### src/rtl/dmem_arbiter_if.sv
// Bundle of port C, port E and memory-side signals for the data-memory arbiter.
// slave is the arbiter view; master is the environment (requesters plus memory).
interface dmem_arbiter_if #(
   parameter int unsigned ADDR_W = 32,
   parameter int unsigned DATA_W = 32
);
   logic              c_req;
   logic              c_we;
   logic [ADDR_W-1:0] c_addr;
   logic [DATA_W-1:0] c_wdata;
   logic              c_gnt;
   logic              c_rvalid;
   logic [DATA_W-1:0] c_rdata;

   logic              e_req;
   logic              e_we;
   logic [ADDR_W-1:0] e_addr;
   logic [DATA_W-1:0] e_wdata;
   logic              e_gnt;
   logic              e_rvalid;
   logic [DATA_W-1:0] e_rdata;

   logic              mem_w_en;
   logic              mem_r_en;
   logic [ADDR_W-1:0] mem_addr;
   logic [DATA_W-1:0] mem_din;
   logic [DATA_W-1:0] mem_dout;

   modport slave (
      input  c_req, c_we, c_addr, c_wdata, e_req, e_we, e_addr, e_wdata, mem_dout,
      output c_gnt, c_rvalid, c_rdata, e_gnt, e_rvalid, e_rdata,
      output mem_w_en, mem_r_en, mem_addr, mem_din
   );

   modport master (
      output c_req, c_we, c_addr, c_wdata, e_req, e_we, e_addr, e_wdata, mem_dout,
      input  c_gnt, c_rvalid, c_rdata, e_gnt, e_rvalid, e_rdata,
      input  mem_w_en, mem_r_en, mem_addr, mem_din
   );
endinterface

### src/rtl/dmem_arbiter.sv
// Two-port (core C, external E) arbiter onto a single-port data memory with fixed read latency.
// Define DMEM_ARB_RR_EN for round-robin arbitration; default is fixed C priority.
module dmem_arbiter #(
   parameter int unsigned ADDR_W = 32,
   parameter int unsigned DATA_W = 32,
   parameter int unsigned RD_LAT = 1
) (
   input logic           clk,
   input logic           rst_n,
   dmem_arbiter_if.slave bus
);

   typedef enum logic [0:0] {StIdle, StRdWait} state_e;

   state_e            state_q, state_d;
   logic [2:0]        cnt_q, cnt_d;
   logic              owner_q, owner_d;  // 1 = port E owns the outstanding read
   logic              w_en_q, w_en_d;
   logic              r_en_q, r_en_d;
   logic [ADDR_W-1:0] addr_q, addr_d;
   logic [DATA_W-1:0] din_q, din_d;
   logic              c_rvalid_q, c_rvalid_d;
   logic              e_rvalid_q, e_rvalid_d;
   logic [DATA_W-1:0] c_rdata_q, c_rdata_d;
   logic [DATA_W-1:0] e_rdata_q, e_rdata_d;

   logic              c_win;
   logic              c_gnt, e_gnt, accept;
   logic              sel_we;
   logic [ADDR_W-1:0] sel_addr;
   logic [DATA_W-1:0] sel_wdata;

`ifdef DMEM_ARB_RR_EN
   logic last_e_q, last_e_d;  // 1 = port E won the most recent acceptance

   assign c_win = bus.c_req && (!bus.e_req || last_e_q);

   always_comb begin
      last_e_d = last_e_q;
      if (accept) last_e_d = e_gnt;
   end

   always_ff @(posedge clk or negedge rst_n) begin
      if (!rst_n) last_e_q <= 1'b1;
      else        last_e_q <= last_e_d;
   end
`else
   assign c_win = bus.c_req;
`endif

   assign c_gnt     = rst_n && (state_q == StIdle) && c_win;
   assign e_gnt     = rst_n && (state_q == StIdle) && bus.e_req && !c_win;
   assign accept    = c_gnt || e_gnt;
   assign sel_we    = c_gnt ? bus.c_we    : bus.e_we;
   assign sel_addr  = c_gnt ? bus.c_addr  : bus.e_addr;
   assign sel_wdata = c_gnt ? bus.c_wdata : bus.e_wdata;

   always_comb begin
      state_d    = state_q;
      cnt_d      = cnt_q;
      owner_d    = owner_q;
      w_en_d     = 1'b0;
      r_en_d     = 1'b0;
      addr_d     = addr_q;
      din_d      = din_q;
      c_rvalid_d = 1'b0;
      e_rvalid_d = 1'b0;
      c_rdata_d  = c_rdata_q;
      e_rdata_d  = e_rdata_q;
      unique case (state_q)
         StIdle: begin
            if (accept) begin
               addr_d = sel_addr;
               din_d  = sel_wdata;
               if (sel_we) begin
                  w_en_d = 1'b1;
               end else begin
                  r_en_d  = 1'b1;
                  state_d = StRdWait;
                  cnt_d   = 3'(RD_LAT);
                  owner_d = e_gnt;
               end
            end
         end
         StRdWait: begin
            // Latency counts from the edge that ends the mem_r_en cycle.
            if (!r_en_q) begin
               if (cnt_q == 3'd1) begin
                  state_d = StIdle;
                  if (owner_q) begin
                     e_rdata_d  = bus.mem_dout;
                     e_rvalid_d = 1'b1;
                  end else begin
                     c_rdata_d  = bus.mem_dout;
                     c_rvalid_d = 1'b1;
                  end
               end else begin
                  cnt_d = 3'(cnt_q - 3'd1);
               end
            end
         end
         default: state_d = StIdle;
      endcase
   end

   always_ff @(posedge clk or negedge rst_n) begin
      if (!rst_n) begin
         state_q    <= StIdle;
         cnt_q      <= 3'd0;
         owner_q    <= 1'b0;
         w_en_q     <= 1'b0;
         r_en_q     <= 1'b0;
         addr_q     <= '0;
         din_q      <= '0;
         c_rvalid_q <= 1'b0;
         e_rvalid_q <= 1'b0;
         c_rdata_q  <= '0;
         e_rdata_q  <= '0;
      end else begin
         state_q    <= state_d;
         cnt_q      <= cnt_d;
         owner_q    <= owner_d;
         w_en_q     <= w_en_d;
         r_en_q     <= r_en_d;
         addr_q     <= addr_d;
         din_q      <= din_d;
         c_rvalid_q <= c_rvalid_d;
         e_rvalid_q <= e_rvalid_d;
         c_rdata_q  <= c_rdata_d;
         e_rdata_q  <= e_rdata_d;
      end
   end

   assign bus.c_gnt    = c_gnt;
   assign bus.e_gnt    = e_gnt;
   assign bus.c_rvalid = c_rvalid_q;
   assign bus.e_rvalid = e_rvalid_q;
   assign bus.c_rdata  = c_rdata_q;
   assign bus.e_rdata  = e_rdata_q;
   assign bus.mem_w_en = w_en_q;
   assign bus.mem_r_en = r_en_q;
   assign bus.mem_addr = addr_q;
   assign bus.mem_din  = din_q;

endmodule
### src/flat_wrapper.sv
// flat-port wrapper written by rule: the top's interface ports become plain ports
module dmem_arbiter_flat 
#(
   parameter int unsigned ADDR_W = 32,
   parameter int unsigned DATA_W = 32,
   parameter int unsigned RD_LAT = 1
)
  (clk, rst_n, bus_c_req, bus_c_we, bus_c_addr, bus_c_wdata, bus_e_req, bus_e_we, bus_e_addr, bus_e_wdata, bus_mem_dout, bus_c_gnt, bus_c_rvalid, bus_c_rdata, bus_e_gnt, bus_e_rvalid, bus_e_rdata, bus_mem_w_en, bus_mem_r_en, bus_mem_addr, bus_mem_din);
  dmem_arbiter_if #(.ADDR_W(ADDR_W), .DATA_W(DATA_W)) bus_i ();
  input logic clk;
  input logic rst_n;
  input wire logic [$bits(bus_i.c_req)-1:0] bus_c_req;
  input wire logic [$bits(bus_i.c_we)-1:0] bus_c_we;
  input wire logic [$bits(bus_i.c_addr)-1:0] bus_c_addr;
  input wire logic [$bits(bus_i.c_wdata)-1:0] bus_c_wdata;
  input wire logic [$bits(bus_i.e_req)-1:0] bus_e_req;
  input wire logic [$bits(bus_i.e_we)-1:0] bus_e_we;
  input wire logic [$bits(bus_i.e_addr)-1:0] bus_e_addr;
  input wire logic [$bits(bus_i.e_wdata)-1:0] bus_e_wdata;
  input wire logic [$bits(bus_i.mem_dout)-1:0] bus_mem_dout;
  output wire logic [$bits(bus_i.c_gnt)-1:0] bus_c_gnt;
  output wire logic [$bits(bus_i.c_rvalid)-1:0] bus_c_rvalid;
  output wire logic [$bits(bus_i.c_rdata)-1:0] bus_c_rdata;
  output wire logic [$bits(bus_i.e_gnt)-1:0] bus_e_gnt;
  output wire logic [$bits(bus_i.e_rvalid)-1:0] bus_e_rvalid;
  output wire logic [$bits(bus_i.e_rdata)-1:0] bus_e_rdata;
  output wire logic [$bits(bus_i.mem_w_en)-1:0] bus_mem_w_en;
  output wire logic [$bits(bus_i.mem_r_en)-1:0] bus_mem_r_en;
  output wire logic [$bits(bus_i.mem_addr)-1:0] bus_mem_addr;
  output wire logic [$bits(bus_i.mem_din)-1:0] bus_mem_din;
  assign bus_i.c_req = bus_c_req;
  assign bus_i.c_we = bus_c_we;
  assign bus_i.c_addr = bus_c_addr;
  assign bus_i.c_wdata = bus_c_wdata;
  assign bus_i.e_req = bus_e_req;
  assign bus_i.e_we = bus_e_we;
  assign bus_i.e_addr = bus_e_addr;
  assign bus_i.e_wdata = bus_e_wdata;
  assign bus_i.mem_dout = bus_mem_dout;
  assign bus_c_gnt = bus_i.c_gnt;
  assign bus_c_rvalid = bus_i.c_rvalid;
  assign bus_c_rdata = bus_i.c_rdata;
  assign bus_e_gnt = bus_i.e_gnt;
  assign bus_e_rvalid = bus_i.e_rvalid;
  assign bus_e_rdata = bus_i.e_rdata;
  assign bus_mem_w_en = bus_i.mem_w_en;
  assign bus_mem_r_en = bus_i.mem_r_en;
  assign bus_mem_addr = bus_i.mem_addr;
  assign bus_mem_din = bus_i.mem_din;
  dmem_arbiter #(.ADDR_W(ADDR_W), .DATA_W(DATA_W), .RD_LAT(RD_LAT)) u_core (.clk(clk), .rst_n(rst_n), .bus(bus_i));
endmodule
### config.mk
export PLATFORM = sky130hd
export DESIGN_NAME = dmem_arbiter_flat
export DESIGN_NICKNAME = d
export VERILOG_FILES = /design/src/rtl/dmem_arbiter_if.sv /design/src/rtl/dmem_arbiter.sv /design/src/flat_wrapper.sv
export SDC_FILE = /design/constraint.sdc
export NUM_CORES = 1
export LEC_CHECK = 0
export ABC_AREA = 1
export CORE_ASPECT_RATIO = 1.2
export CORE_MARGIN = 8
export CORE_UTILIZATION = 45
export CTS_CLUSTER_DIAMETER = 40
export DETAILED_ROUTE_END_ITERATION = 7
export DONT_BUFFER_PORTS = 1
export PLACE_DENSITY_LB_ADDON = 0.05
export SYNTH_ARGS = -nofsm -noshare
export SYNTH_HDL_FRONTEND = slang
export SYNTH_SLANG_ARGS = --single-unit
### constraint.sdc
create_clock -name clk -period 1.5 [get_ports clk]
set_input_delay 0 -clock clk [delete_from_list [all_inputs] [get_ports clk]]
set_output_delay 0 -clock clk [all_outputs]
set_load 0.1 [all_outputs]
==> results by group <==
Clock tree
  • Clock Latency Late Sink: ~400 ps
  • Clk slew on worst S/H paths: 60 ps
  • Clock tree buffer depth: 2
  • # hold bufs at CTS: ~160
  • CTS Buf Count: 17
  • H-tree Lvls: 4
  • # clock sinks: around 140
  • Root buffer cell: clkbuf_16
  • CTS tree: done

STA
  • Pins Over Slew Limit: 0
  • Worst-Margin Slew: 305 ps
  • Final Critical Period: 1440 ps
  • Final setup viols: 0
  • Slew margin rel.: about 80%
  • Final hold vios: around 140
  • Setup TNS: 0 ps
  • Final Cycle Share: between 90% and 100%
  • WHS: -714 ps
  • Fmax: around 0.69 GHz
  • Fin Clk Skew: 10.8 ps

Cells and area
  • Most common cell after layout, fill and taps aside: dlygate4sd3_1
  • Layout cells sized above 1: between 20% and 30%
  • Commonest cells after routing, fill and taps aside: dlygate4sd3_1 (163), nand2_1 (137), buf_4 (137)
  • Final core utilization: 72.0%
  • Number of fill cells in the layout: roughly 920
  • Area grow syn2layout: 58.2%
  • Final nets: 1,098
  • Final Cell Area: about 9400 um2

Floorplan
  • Core box area: between 10,000 and 15,000 um2
  • Initial Util: about 46%
  • Die Y: 142 um
  • DIE AREA: between 15,000 and 20,000 um2
  • Site Rows: between 40 and 50
  • I/O Pins: 300
  • Die Wd: 121 um

GRT
  • First-pass GRT wire length: 31.6 mm
  • GRT Residual Overflow: 0
  • Initial antenna violation count: 2
  • Vias in the first global route: slightly above 6,000
  • Largest net degree at the start of global routing: around 140
  • All-Layer GR Usage: a little under a quarter

Min path
  • Hold WC Path Type: input pin to async pin

Route
  • DR pass1 iterations: 4
  • Drt drc: 0
  • Mean routed wirelength per cell: between 15 and 20 um
  • WL final: 21.1 mm
  • Initial DRC Count: 360
  • DRT antenna net count: 0
  • Vias: slightly below 6,000
  • Drt via density: about 5.2

Yosys
  • Dominant cell type by area after synthesis: dfrtp_1
  • Synthesized area: a little under 6000 um2
  • Synth Register Bits: between 100 and 150
  • Ranking of synthesized cells by area: dfrtp_1 (58%), o21ai_1 (11%), nand2_1 (8.6%)
  • Seq/Total Area, Yosys: 57.6%
  • Cell variety after synth: 21
  • Post-synthesis instance total: 637
  • Ys Warns: 0
  • Top cell type's share of synthesized area: about 58%
  • Syn avg cell area: 9.34 um2
  • Synth Net Count: between 800 and 900

Pwr
  • Clock group share of total power: between 15 and 20%
  • Sequential Power Share: 24.4%
  • Cell Pwr Density: 2440 nW/um2
  • Logic pwr share: approximately three fifths
  • Switching share of power: 57.2%
  • Max VDD drop: ~2.5 mV
  • Cell Int Power: ~10000 uW
  • Leakage: 0.00457 uW
  • NetSw: 13,100 uW

Job
  • Max cap viols: 0

Placement
  • DP Wirelength: 12.4 mm
  • I/O Buffers: 0
  • GPL Wtd Cong: 0.771
  • Area post-placement: between 7000 and 8000 um2

Setup path
  • Worst-path fanout max: 15
  • Worst EP required: approximately 1500 ps
  • WS Path Type: register to output pin
  • Worst Path Arrival: 1440 ps
  • Crit. End Element: output pin
  • Critical Path Source Type: register

Outcome
  • Failing checks: negative hold slack
  • Status: finished with violations
power groups by stage:
stage	clock network (uW)	registers, uW	logic (uW)
2_1_floorplan	0	14300	1630
3_3_place_gp	0	5610	12800
3_5_place_dp	0	5630	12900
4_1_cts	3980	5580	13300
5_1_grt	4140	5740	13900
6_report	3900	5610	13500
cell type report:
cell class	count	area, um2	share of cell area [%]
Antenna cell	3	7.51	0.0798
Clock buffer	18	429	4.56
Clock inverter	14	124	1.32
Inverter	44	168	1.78
Multi-Input combinational cell	414	2050	21.8
Sequential cell	137	3430	36.4
Tap cell	168	210	2.23
Timing Repair Buffer	316	3000	31.8
metrics by stage:
step,total power (uW),worst slack (ps),instances
after floorplan,15900,9.41,637
after global placement,18500,101,909
after detailed placement,18600,24.5,909
after CTS,22900,8.82,1106
after global routing,23800,-3.29,1113
final,23000,57.0,1114
layer usage:
metal,up-vias,global-route usage [%],wire length (um)
met4,0,11.5,745
met5,-,0,0
li1,2662,-,-
met2,290,37.8,10700
met3,53,8.81,1910
met1,2800,25.5,7730
what timing repair did:
item / in CTS / in global routing
setup endpoints to repair: 1 / 70
pin swaps: 0 / 1
cloned: 1 / 5
hold endpoints to repair: 272 / 138
resized for setup: 5 / 8
setup buffers: 1 / 0
cell usage after synthesis, drive strengths merged:
cell type,count
o21ai,194
nand2,138
dfrtp,137
nor2,69
inv,44
buf,39
nand3,6
a21oi,3
clkbuf,3
ha,2
nand4,1
o211ai,1
flip-flops by register name, indices dropped and copies added (netlist names):
register / count
u_core.bus.mem_din: 32
u_core.state_q: 1
u_core.bus.mem_w_en: 1
u_core.bus.c_rdata: 32
u_core.owner_q: 1
u_core.bus.mem_r_en: 1
u_core.bus.e_rvalid: 1
u_core.cnt_q: 3
u_core.bus.mem_addr: 32
u_core.bus.c_rvalid: 1
u_core.bus.e_rdata: 32
worst max-delay path, cell delays in order, from the launching register on:
cell,delay [ps]
dfrtp_1,380
inv_2,90
nand3_4,120
inv_4,120
buf_12,150
buf_12,180
path summary, 6_finish.rpt:
kind	from	end	slack, ps	cells after the start
max	u_core.state_q	bus_c_gnt	60	5
min	rst_n	u_core.bus.e_rdata[3]	-710	0
max reg2reg	u_core.cnt_q[1]	u_core.bus.e_rdata[9]	100	8
min reg2reg	u_core.bus.c_rdata[25]	u_core.bus.c_rdata[25]	480	2
max in group asynchronous	rst_n	u_core.bus.mem_addr[28]	1980	0
min in group clk	rst_n	u_core.bus.mem_w_en	-10	2
cell families after synthesis:
| group | after synthesis | synth area share (%) |
|---|---|---|
| flip-flops | 137 | 57.6 |
| buffers and inverters | 86 | 8.75 |
| AO/OA/AOI/OAI | 198 | 19.3 |
| AND/OR/NAND/NOR | 214 | 13.9 |
| adder cells (fa/ha/maj) | 2 | 0.421 |
(Power assumes the default switching activity.)
